==> config.mk <==
export PLATFORM = sky130hd
export DESIGN_NAME = mat_result_writeback
export DESIGN_NICKNAME = d
export VERILOG_FILES = /design/src/rtl/mat_wb_pkg.sv /design/src/rtl/mat_wb_fifo.sv /design/src/rtl/mat_result_writeback.sv
export SDC_FILE = /design/constraint.sdc
export NUM_CORES = 1
export LEC_CHECK = 0
export ABC_AREA = 1
export CORE_MARGIN = 10
export CORE_UTILIZATION = 39
export DETAILED_ROUTE_END_ITERATION = 8
export DONT_BUFFER_PORTS = 1
export SLEW_MARGIN = 20
export SYNTH_ARGS = -nofsm -noshare
export SYNTH_HDL_FRONTEND = slang
export SYNTH_SLANG_ARGS = --single-unit
==> constraint.sdc <==
create_clock -name clk -period 17.23 [get_ports clk]
set_input_delay 3.446 -clock clk [delete_from_list [all_inputs] [get_ports clk]]
set_output_delay 3.446 -clock clk [all_outputs]
set_load 0.005 [all_outputs]
==> src/rtl/mat_wb_pkg.sv <==
// mat_wb_pkg: shared types and constants for the matrix result write-back
// stage (mat_result_writeback and its FIFO).
//   ORDER_W      - default width of the matrix order input
//   WORD_BYTES   - bytes per memory word (address stride per element)
//   DATA_W       - default element / memory data width
//   state_t      - write-back controller states
//   fifo_entry_t - FIFO entry layout {addr, data} at the default data width;
//                  the top re-declares the same layout at its own BITWIDTH
package mat_wb_pkg;

    localparam int unsigned ORDER_W    = 10;
    localparam int unsigned WORD_BYTES = 4;
    localparam int unsigned DATA_W     = 32;

    typedef enum logic [1:0] {
        IDLE  = 2'd0,
        RUN   = 2'd1,
        FLUSH = 2'd2,
        DONE  = 2'd3
    } state_t;

    typedef struct packed {
        logic [31:0]       addr;
        logic [DATA_W-1:0] data;
    } fifo_entry_t;

endpackage

==> src/rtl/mat_wb_fifo.sv <==
// mat_wb_fifo: synchronous FIFO decoupling element acceptance from memory
// stalls. Head entry is presented combinationally on dout.
//   clk, resetn      - clock, asynchronous active-low reset (empties FIFO)
//   push, din        - write an entry (ignored when full)
//   pop              - drop the head entry (ignored when empty)
//   dout             - head entry
//   full, empty, one - occupancy flags (one: exactly one entry held)
// DEPTH must be a power of two and at least 2.
module mat_wb_fifo #(
    parameter int unsigned WIDTH = 64,
    parameter int unsigned DEPTH = 4
) (
    input  logic             clk,
    input  logic             resetn,
    input  logic             push,
    input  logic             pop,
    input  logic [WIDTH-1:0] din,
    output logic [WIDTH-1:0] dout,
    output logic             full,
    output logic             empty,
    output logic             one
);

    localparam int unsigned AW = $clog2(DEPTH);
    localparam logic [AW:0] LEVEL_ONE = 1;

    logic [WIDTH-1:0] mem [DEPTH];
    logic [AW:0]      wr_ptr;
    logic [AW:0]      rd_ptr;
    logic [AW:0]      level;

    // Pointers carry one extra wrap bit, so level spans 0..DEPTH and its MSB
    // is set only when completely full.
    assign level = wr_ptr - rd_ptr;
    assign empty = (level == '0);
    assign full  = level[AW];
    assign one   = (level == LEVEL_ONE);
    assign dout  = mem[rd_ptr[AW-1:0]];

    always_ff @(posedge clk) begin
        if (push && !full) begin
            mem[wr_ptr[AW-1:0]] <= din;
        end
    end

    always_ff @(posedge clk or negedge resetn) begin
        if (!resetn) begin
            wr_ptr <= '0;
            rd_ptr <= '0;
        end else begin
            if (push && !full) begin
                wr_ptr <= wr_ptr + 1'b1;
            end
            if (pop && !empty) begin
                rd_ptr <= rd_ptr + 1'b1;
            end
        end
    end

endmodule

==> src/rtl/mat_result_writeback.sv <==
// mat_result_writeback: accepts row-major result elements of C (n x n) on a
// valid/ready stream and writes each to memory at
// base_addr + 4*(r*order + c) through a valid/ready write port. Pulses done
// once every accepted element has been written; err flags a length mismatch
// between in_last and order*order.
// Ports:
//   clk, resetn            - clock, asynchronous active-low reset
//   start, order,base_addr - job launch (honoured only when idle)
//   transpose              - (MAT_WB_TRANSPOSE_EN only) store C^T instead
//   in_valid/in_ready/in_data/in_last - element input stream
//   mem_valid/mem_ready/mem_addr/mem_wdata/mem_wstrb - memory write port
//   busy, done, err        - status
// Optional feature macro: MAT_WB_TRANSPOSE_EN (adds the transpose port).
module mat_result_writeback #(
    parameter int unsigned BITWIDTH   = 32,
    parameter int unsigned FIFO_DEPTH = 4,
    parameter int unsigned ORDER_W    = mat_wb_pkg::ORDER_W
) (
    input  logic                clk,
    input  logic                resetn,
    input  logic                start,
    input  logic [ORDER_W-1:0]  order,
    input  logic [31:0]         base_addr,
`ifdef MAT_WB_TRANSPOSE_EN
    input  logic                transpose,
`endif
    input  logic                in_valid,
    output logic                in_ready,
    input  logic [BITWIDTH-1:0] in_data,
    input  logic                in_last,
    output logic                mem_valid,
    input  logic                mem_ready,
    output logic [31:0]         mem_addr,
    output logic [BITWIDTH-1:0] mem_wdata,
    output logic [3:0]          mem_wstrb,
    output logic                busy,
    output logic                done,
    output logic                err
);

    import mat_wb_pkg::*;

    localparam int unsigned CNT_W = 2 * ORDER_W;

    typedef struct packed {
        logic [31:0]         addr;
        logic [BITWIDTH-1:0] data;
    } entry_t;

    state_t             state;
    logic [ORDER_W-1:0] order_q;
    logic [31:0]        base_q;
    logic [ORDER_W-1:0] row;
    logic [ORDER_W-1:0] col;
    logic [CNT_W-1:0]   idx;
    logic [CNT_W-1:0]   last_idx;
    logic               tr_q;
    logic [CNT_W-1:0]   lin;
    entry_t             push_entry;
    entry_t             head;
    logic               fifo_full;
    logic               fifo_empty;
    logic               fifo_one;
    logic               accept;
    logic               pop;
    logic               is_last_idx;

    assign in_ready    = (state == RUN) && !fifo_full;
    assign accept      = in_valid && in_ready;
    assign pop         = mem_valid && mem_ready;
    assign is_last_idx = (idx == last_idx);

    always_comb begin
        lin = tr_q ? (CNT_W'(col) * CNT_W'(order_q) + CNT_W'(row))
                   : (CNT_W'(row) * CNT_W'(order_q) + CNT_W'(col));
        push_entry.addr = base_q + 32'(lin) * 32'(WORD_BYTES);
        push_entry.data = in_data;
    end

    mat_wb_fifo #(
        .WIDTH ($bits(entry_t)),
        .DEPTH (FIFO_DEPTH)
    ) u_fifo (
        .clk    (clk),
        .resetn (resetn),
        .push   (accept),
        .pop    (pop),
        .din    (push_entry),
        .dout   (head),
        .full   (fifo_full),
        .empty  (fifo_empty),
        .one    (fifo_one)
    );

`ifdef MAT_WB_TRANSPOSE_EN
    always_ff @(posedge clk or negedge resetn) begin
        if (!resetn) begin
            tr_q <= 1'b0;
        end else if (state == IDLE && start) begin
            tr_q <= transpose;
        end
    end
`else
    assign tr_q = 1'b0;
`endif

    always_ff @(posedge clk or negedge resetn) begin
        if (!resetn) begin
            state    <= IDLE;
            order_q  <= '0;
            base_q   <= '0;
            row      <= '0;
            col      <= '0;
            idx      <= '0;
            last_idx <= '0;
            err      <= 1'b0;
        end else begin
            case (state)
                IDLE: begin
                    if (start) begin
                        order_q  <= order;
                        base_q   <= base_addr;
                        row      <= '0;
                        col      <= '0;
                        idx      <= '0;
                        last_idx <= CNT_W'(order) * CNT_W'(order) - 1'b1;
                        err      <= 1'b0;
                        state    <= (order == '0) ? DONE : RUN;
                    end
                end
                RUN: begin
                    if (accept) begin
                        // Either an early in_last or reaching n*n-1 ends the
                        // matrix; disagreement between the two is the error.
                        if (in_last || is_last_idx) begin
                            state <= FLUSH;
                            if (in_last != is_last_idx) begin
                                err <= 1'b1;
                            end
                        end else begin
                            idx <= idx + 1'b1;
                            if (col == order_q - 1'b1) begin
                                col <= '0;
                                row <= row + 1'b1;
                            end else begin
                                col <= col + 1'b1;
                            end
                        end
                    end
                end
                FLUSH: begin
                    // Leave as soon as the final write handshakes rather
                    // than waiting a further cycle to observe empty.
                    if (fifo_empty || (fifo_one && pop)) begin
                        state <= DONE;
                    end
                end
                DONE: begin
                    state <= IDLE;
                end
                default: begin
                    state <= IDLE;
                end
            endcase
        end
    end

    // The FIFO head drives the port directly: 1-cycle latency from accept,
    // stable under backpressure, and dropped at once by reset.
    assign mem_valid = !fifo_empty;
    assign mem_addr  = mem_valid ? head.addr : '0;
    assign mem_wdata = mem_valid ? head.data : '0;
    assign mem_wstrb = mem_valid ? '1 : '0;
    assign busy      = (state == RUN) || (state == FLUSH);
    assign done      = (state == DONE);

endmodule

==> impl_metrics.csv, run 1 <==
group,metric,value,unit
clock_network,cts_resized,0,
clock_network,ctsHoldBuffers,0,
sta,tightest_slew,1.09,ns
outcome,status,"completed",
sta,skew,0.0224,ns
grt,grt_pass1_vias,18180,
synthesis,yosys.cell_types.count,54,
placed_design,placement.io_buffers,0,
sta,finalWorstSetupSlack,10.05,ns
synthesis,seq_area_frac_synth,42.7,%
synthesis,synth_enable_flop_cells,256,
power_and_ir_drop,p_leak,12.5,nW
placed_design,dpl.cell_count,3446,
critical_path,critPathKind,"reg -> reg",
power_and_ir_drop,power_density,155,nW/um^2
placed_design,place_congestion,0.863,
clock_network,cts.sinks,366,
floorplanning,die_w,271,um
route,drtIter0Drc,969,
sta,slew_viol_final,0,
route,route.detailed.drc,0,
grt,grt_start_max_net_pins,111,
sta,whs,0.492,ns
clock_network,cts_setup_buffers,0,
critical_path,start_kind,"flip-flop",
clock_network,insertion_delay,0.56,ns
route,wl_per_cell,17.0,um
floorplanning,coreArea,61900,um^2
route,routed_wl,60000,um
cells_and_area,fin_cells,3525,
critical_path,worst_ep_required_time,17.54,ns
clock_network,cts_root_buffer,"clkbuf_16",
power_and_ir_drop,power,4.11,mW
clock_network,cts_tree,"yes",
synthesis,synth_nets,3076,
synthesis,ys_ff_latch,366,
grt,antenna_found_initial,1,
cells_and_area,stdcell_area,26600,um^2
synthesis,synth_ff_type,"edfxtp_1",
cells_and_area,nets,3017,
synthesis,mappedNetlistArea,24500,um^2
grt,grt_overflow,0,
floorplanning,start_util,39.5,%
grt,grt_pass1_wl,97800,um
hold_path,hold_path_class,"reg -> reg",
cells_and_area,utilization,42.9,%
clock_network,clockBufferDepth,3,
sta,relSlewSlack,27.4,%
sta,fin_setup_tns,0,ns
placed_design,dp_slack,9.50,ns
run,maxCapViolations,0,
placed_design,place_area,25100,um^2
synthesis,avgSynthCellArea,9.02,um^2
sta,setup_viol,0,
floorplanning,num_rows,91,
synthesis,yosysTopAreaCellShare,31.4,%
sta,timing.final.crit_share,41.7,%
synthesis,yosys.area.top_type,"edfxtp_1",
clock_network,numCtsBuffers,43,
cells_and_area,antenna_cells,0,
clock_network,htree_num_levels,2,
synthesis,yosys-top-cells-area,"edfxtp_1 31%, dfrtp_1 11%, fa_1 11%",
sta,fmax,0.139,GHz
critical_path,worstPathArrival,7.49,ns
placed_design,place_hpwl,42200,um
sta,hold_viol_final,0,
synthesis,synth_cells,2713,
critical_path,crit_fanout,16,
power_and_ir_drop,vdd_drop_max,0.0732,mV
grt,grt_usage,16.4,%
sta,min_period,7.18,ns
synthesis,ys_warn_count,0,
cells_and_area,fill_cells,6065,
route,via_count,17645,
route,vias_per_cell,5.01,
cells_and_area,drive_gt1_share,4.76,%
synthesis,synthArstFlopShare,30.1,%
floorplanning,fp.dieH,271,um
floorplanning,io_pins,153,
cells_and_area,layout-area-overhead-vs-synth,8.50,%
route,ant_nets,0,
clock_network,clk_pin_slew,0.06,ns
floorplanning,dieArea,73200,um^2
sta,rsz0062_at_grt,"false",
route,drt_pre_antenna_iters,5,
critical_path,crit_path_end_kind,"flip-flop",
-- cell families after synthesis --
group	after synthesis	share of synthesized area [%]
flip-flops	366	42.7
XOR/XNOR	91	3.26
buffers and inverters	573	9.20
adder cells (fa/ha/maj)	283	18.5
AND/OR/NAND/NOR	1083	18.4
AO/OA/AOI/OAI	316	7.91
multiplexers	1	0.0409
-- registers in the layout (all words and copies together), names as in the netlist --
signal	cells
u_fifo.mem	256
base_q	32
idx	20
last_idx	19
col	10
order_q	10
row	10
u_fifo.rd_ptr	3
u_fifo.wr_ptr	3
state	2
err	1
-- worst paths after layout --
path / start / end / slack (ns) / cells past startpoint
min reg2reg: u_fifo.wr_ptr[2] / u_fifo.wr_ptr[2] / 0.49 / 1
max in group asynchronous: resetn / last_idx[16] / 14.35 / 0
min: u_fifo.wr_ptr[2] / u_fifo.wr_ptr[2] / 0.49 / 1
max reg2reg: order_q[2] / u_fifo.mem[1][57] / 10.05 / 25
min in group asynchronous: resetn / base_q[14] / 2.59 / 0
max: order_q[2] / u_fifo.mem[1][57] / 10.05 / 25
-- worst max-delay path, stage by stage (launching register included) --
cell and delay (ns):
dfrtp_1 0.88, nand2_1 0.17, fa_1 0.54, inv_1 0.06
fa_1 0.46, ha_1 0.32, fa_1 0.54, inv_1 0.05
fa_1 0.53, inv_1 0.04, ha_1 0.32, nand2_1 0.11
o21ai_0 0.32, a21oi_1 0.12, o21ai_0 0.35, nand4_1 0.17
nand3_1 0.10, nand2_1 0.09, ha_1 0.44, inv_1 0.09
nor3_1 0.30, inv_1 0.10, nor2_1 0.13, nand3_1 0.10
o211ai_2 0.21, xor2_1 0.39
-- synthesized netlist by cell type, types with 58 or more instances --
| cell type | n |
|---|---|
| nand2_1 | 594 |
| inv_1 | 453 |
| o21ai_0 | 124 |
| xor2_1 | 58 |
| clkbuf_1 | 74 |
| o32ai_1 | 64 |
| edfxtp_1 | 256 |
| fa_1 | 132 |
| nand3_1 | 93 |
| a21oi_1 | 75 |
| nor2_1 | 290 |
| dfrtp_1 | 110 |
| ha_1 | 151 |
-- layer usage --
metal,share of wire (%),global-route usage (%),vias to the layer above
met2,47,27.4,328
li1,-,-,8612
met3,5.8,3.75,57
met1,46,21.4,8646
met5,0.022,0,-
met4,1.4,3.37,2
-- area by class of cell --
| class | instances | area (um^2) | share of cell area (%) |
|---|---|---|---|
| Clock buffer | 58 | 1190 | 4.49 |
| Clock inverter | 21 | 235 | 0.886 |
| Inverter | 459 | 1730 | 6.51 |
| Multi-Input combinational cell | 1774 | 11800 | 44.5 |
| Sequential cell | 366 | 10400 | 39.3 |
| Tap cell | 837 | 1050 | 3.94 |
| Timing Repair Buffer | 10 | 75.1 | 0.283 |
-- power by group --
group          internal, mW  switching, mW
combinational         0.593           1.25
clock                 0.549          0.361
sequential             1.17          0.197
total                  2.31           1.80
-- placed cells by master (no fill, tap or decap), types with 7 or more instances in the layout --
cell | Yosys | layout
nand2_1 | 594 | 593
inv_1 | 453 | 451
nor3_1 | 25 | 25
nand3_1 | 93 | 92
o32ai_1 | 64 | 64
a21oi_1 | 75 | 75
nand4_1 | 27 | 27
clkbuf_16 | 0 | 44
xor2_1 | 58 | 58
o21ai_0 | 124 | 124
or2_2 | 11 | 11
ha_1 | 151 | 151
a31oi_1 | 8 | 8
nor4_1 | 7 | 7
nand3b_1 | 11 | 11
fa_1 | 132 | 132
nor2_1 | 290 | 286
dfrtp_1 | 110 | 108
edfxtp_1 | 256 | 256
a21o_1 | 8 | 8
o21ai_1 | 9 | 9
buf_4 | 7 | 10
clkbuf_1 | 74 | 10
xnor2_1 | 33 | 33
Power figures use the tool's default switching activity.
==> run 2, diff against run 1 <==
==> constraint.sdc (replaced) <==
create_clock -name clk -period 7.45 [get_ports clk]
set_input_delay 1.49 -clock clk [delete_from_list [all_inputs] [get_ports clk]]
set_output_delay 1.49 -clock clk [all_outputs]
set_load 0.005 [all_outputs]
==> impl_metrics.csv, run 2 (same netlist as run 1, synthesis figures left out) <==
group,metric,value,unit
power_and_ir_drop,vdd_drop_max,0.173,mV
grt,antenna_found_initial,1,
cells_and_area,stdcell_area,26700,um^2
floorplanning,num_rows,91,
cells_and_area,fill_cells,6056,
power_and_ir_drop,power_density,363,nW/um^2
cells_and_area,final_common_cell,"nand2_1",
critical_path,crit_slowest_cell,"dfrtp_1",
clock_network,numCtsBuffers,42,
placed_design,dp_slack,0.672,ns
route,wl_per_cell,17.3,um
floorplanning,start_util,39.5,%
route,routed_wl,61000,um
critical_path,critPathKind,"reg -> reg",
critical_path,crit_buf_inv,5,
hold_path,hold_path_class,"reg -> reg",
sta,min_period,6.75,ns
outcome,status,"completed",
critical_path,crit_path_max_incr_delay,0.68,ns
grt,grt_overflow,0,
clock_network,cts_tree,"yes",
power_and_ir_drop,p_leak,12.6,nW
critical_path,start_kind,"flip-flop",
critical_path,cp_top_family,"adder cells",
critical_path,worstPathArrival,7.05,ns
cells_and_area,antenna_cells,0,
run,maxCapViolations,0,
sta,finalWorstSetupSlack,0.705,ns
clock_network,cts_resized,0,
clock_network,cts_setup_buffers,0,
sta,whs,0.494,ns
critical_path,crit_path_end_kind,"flip-flop",
route,drtIter0Drc,1233,
sta,hold_viol_final,0,
grt,grt_pass1_vias,18165,
clock_network,htree_num_levels,2,
route,via_count,17796,
sta,tightest_slew,0.968,ns
route,drt_pre_antenna_iters,5,
cells_and_area,largest_register_ff_count,256,
cells_and_area,drive_gt1_share,5.02,%
placed_design,place_hpwl,43700,um
grt,grt_usage,16.8,%
critical_path,worst_ep_required_time,7.75,ns
clock_network,clk_pin_slew,0.06,ns
sta,rsz0062_at_grt,"false",
clock_network,insertion_delay,0.57,ns
sta,setup_viol,0,
cells_and_area,layout-area-overhead-vs-synth,8.92,%
sta,skew,0.0134,ns
cells_and_area,final_cell_mix,"593 x nand2_1, 451 x inv_1, 286 x nor2_1",
floorplanning,coreArea,61900,um^2
route,ant_nets,0,
critical_path,crit_fanout,13,
cells_and_area,nets,3021,
floorplanning,fp.dieH,271,um
sta,timing.final.crit_share,90.5,%
placed_design,place_area,25200,um^2
route,route.detailed.drc,0,
grt,grt_start_max_net_pins,111,
floorplanning,io_pins,153,
clock_network,cts_root_buffer,"clkbuf_16",
clock_network,cts.sinks,366,
sta,fmax,0.148,GHz
clock_network,ctsHoldBuffers,0,
route,vias_per_cell,5.04,
placed_design,place_congestion,0.877,
clock_network,clockBufferDepth,3,
floorplanning,die_w,271,um
grt,grt_pass1_wl,99800,um
floorplanning,dieArea,73200,um^2
placed_design,placement.io_buffers,0,
sta,fin_setup_tns,0,ns
sta,relSlewSlack,35.5,%
sta,slew_viol_final,0,
[run 2: cell count changes in the layout (fill, tap and decap cells not counted)]
cell | previous run | this run
buf_4 | 10 | 15
inv_6 | 4 | 2
clkbuf_1 | 10 | 8
clkinv_1 | 4 | 2
clkbuf_8 | 4 | 3
clkinv_2 | 5 | 8
clkinv_8 | 1 | 2
clkbuf_16 | 44 | 43
clkinvlp_4 | 2 | 0
bufinv_16 | 4 | 8
[run 2: path summary, 6_finish.rpt]
| path | slack [ns] | to | start | cells past startpoint |
|---|---|---|---|---|
| max reg2reg | 0.70 | u_fifo.mem[1][58] | order_q[1] | 26 |
| min | 0.49 | base_q[2] | base_q[2] | 2 |
| min in group asynchronous | 0.63 | base_q[18] | resetn | 0 |
| max | 0.70 | u_fifo.mem[1][58] | order_q[1] | 26 |
| min reg2reg | 0.49 | base_q[2] | base_q[2] | 2 |
| max in group asynchronous | 6.56 | row[6] | resetn | 0 |
[run 2: stage by stage]
| step | util, % | power, mW | std cells |
|---|---|---|---|
| 6_report | 43.0 | 9.67 | 3528 |
| 5_1_grt | 43.0 | 10.5 | 3528 |
| 4_1_cts | 43.0 | 9.81 | 3528 |
| 3_5_place_dp | 40.6 | 7.54 | 3451 |
| 3_3_place_gp | 40.6 | 7.46 | 3451 |
| 2_1_floorplan | - | 6.32 | 2713 |
[run 2: routing by layer]
layer  share of wire [%]  vias to the layer above  global-route usage (%)
met3                 5.3                       67                    3.04
met4                 1.7                        2                    3.78
met1                  46                     8717                    22.4
met2                  47                      389                    27.9
met5               0.021                        -                       0
li1                    -                     8621                       -
[run 2: cell type report]
type	instances	area (um^2)	area share [%]
multi-input cells	1774	11800	44.4
flip-flops and latches	366	10400	39.2
inverters	459	1730	6.48
clock buffers	54	1150	4.30
well taps	837	1050	3.93
clock inverters	23	347	1.30
repair buffers	15	113	0.422
[run 2: worst reg2reg max path, cell delays in order (launching register included)]
cell and delay [ns]:
dfrtp_1 0.68, nand2_1 0.16, fa_1 0.55, inv_1 0.05
fa_1 0.50, inv_1 0.06, fa_1 0.52, inv_1 0.05
fa_1 0.48, inv_1 0.05, fa_1 0.47, inv_1 0.04
ha_1 0.34, nand2_1 0.11, nor3_1 0.13, nand2_1 0.07
o211ai_1 0.16, a21boi_0 0.20, o21ai_0 0.24, xor2_1 0.13
ha_1 0.36, nand2_1 0.08, o21ai_0 0.28, o21bai_1 0.19
nand2_1 0.07, o211ai_1 0.12, xor2_1 0.41
[run 2: power by group]
group,internal [mW],switching [mW]
registers,2.70,0.428
clock network,1.37,0.836
logic,1.38,2.95
total,5.46,4.21
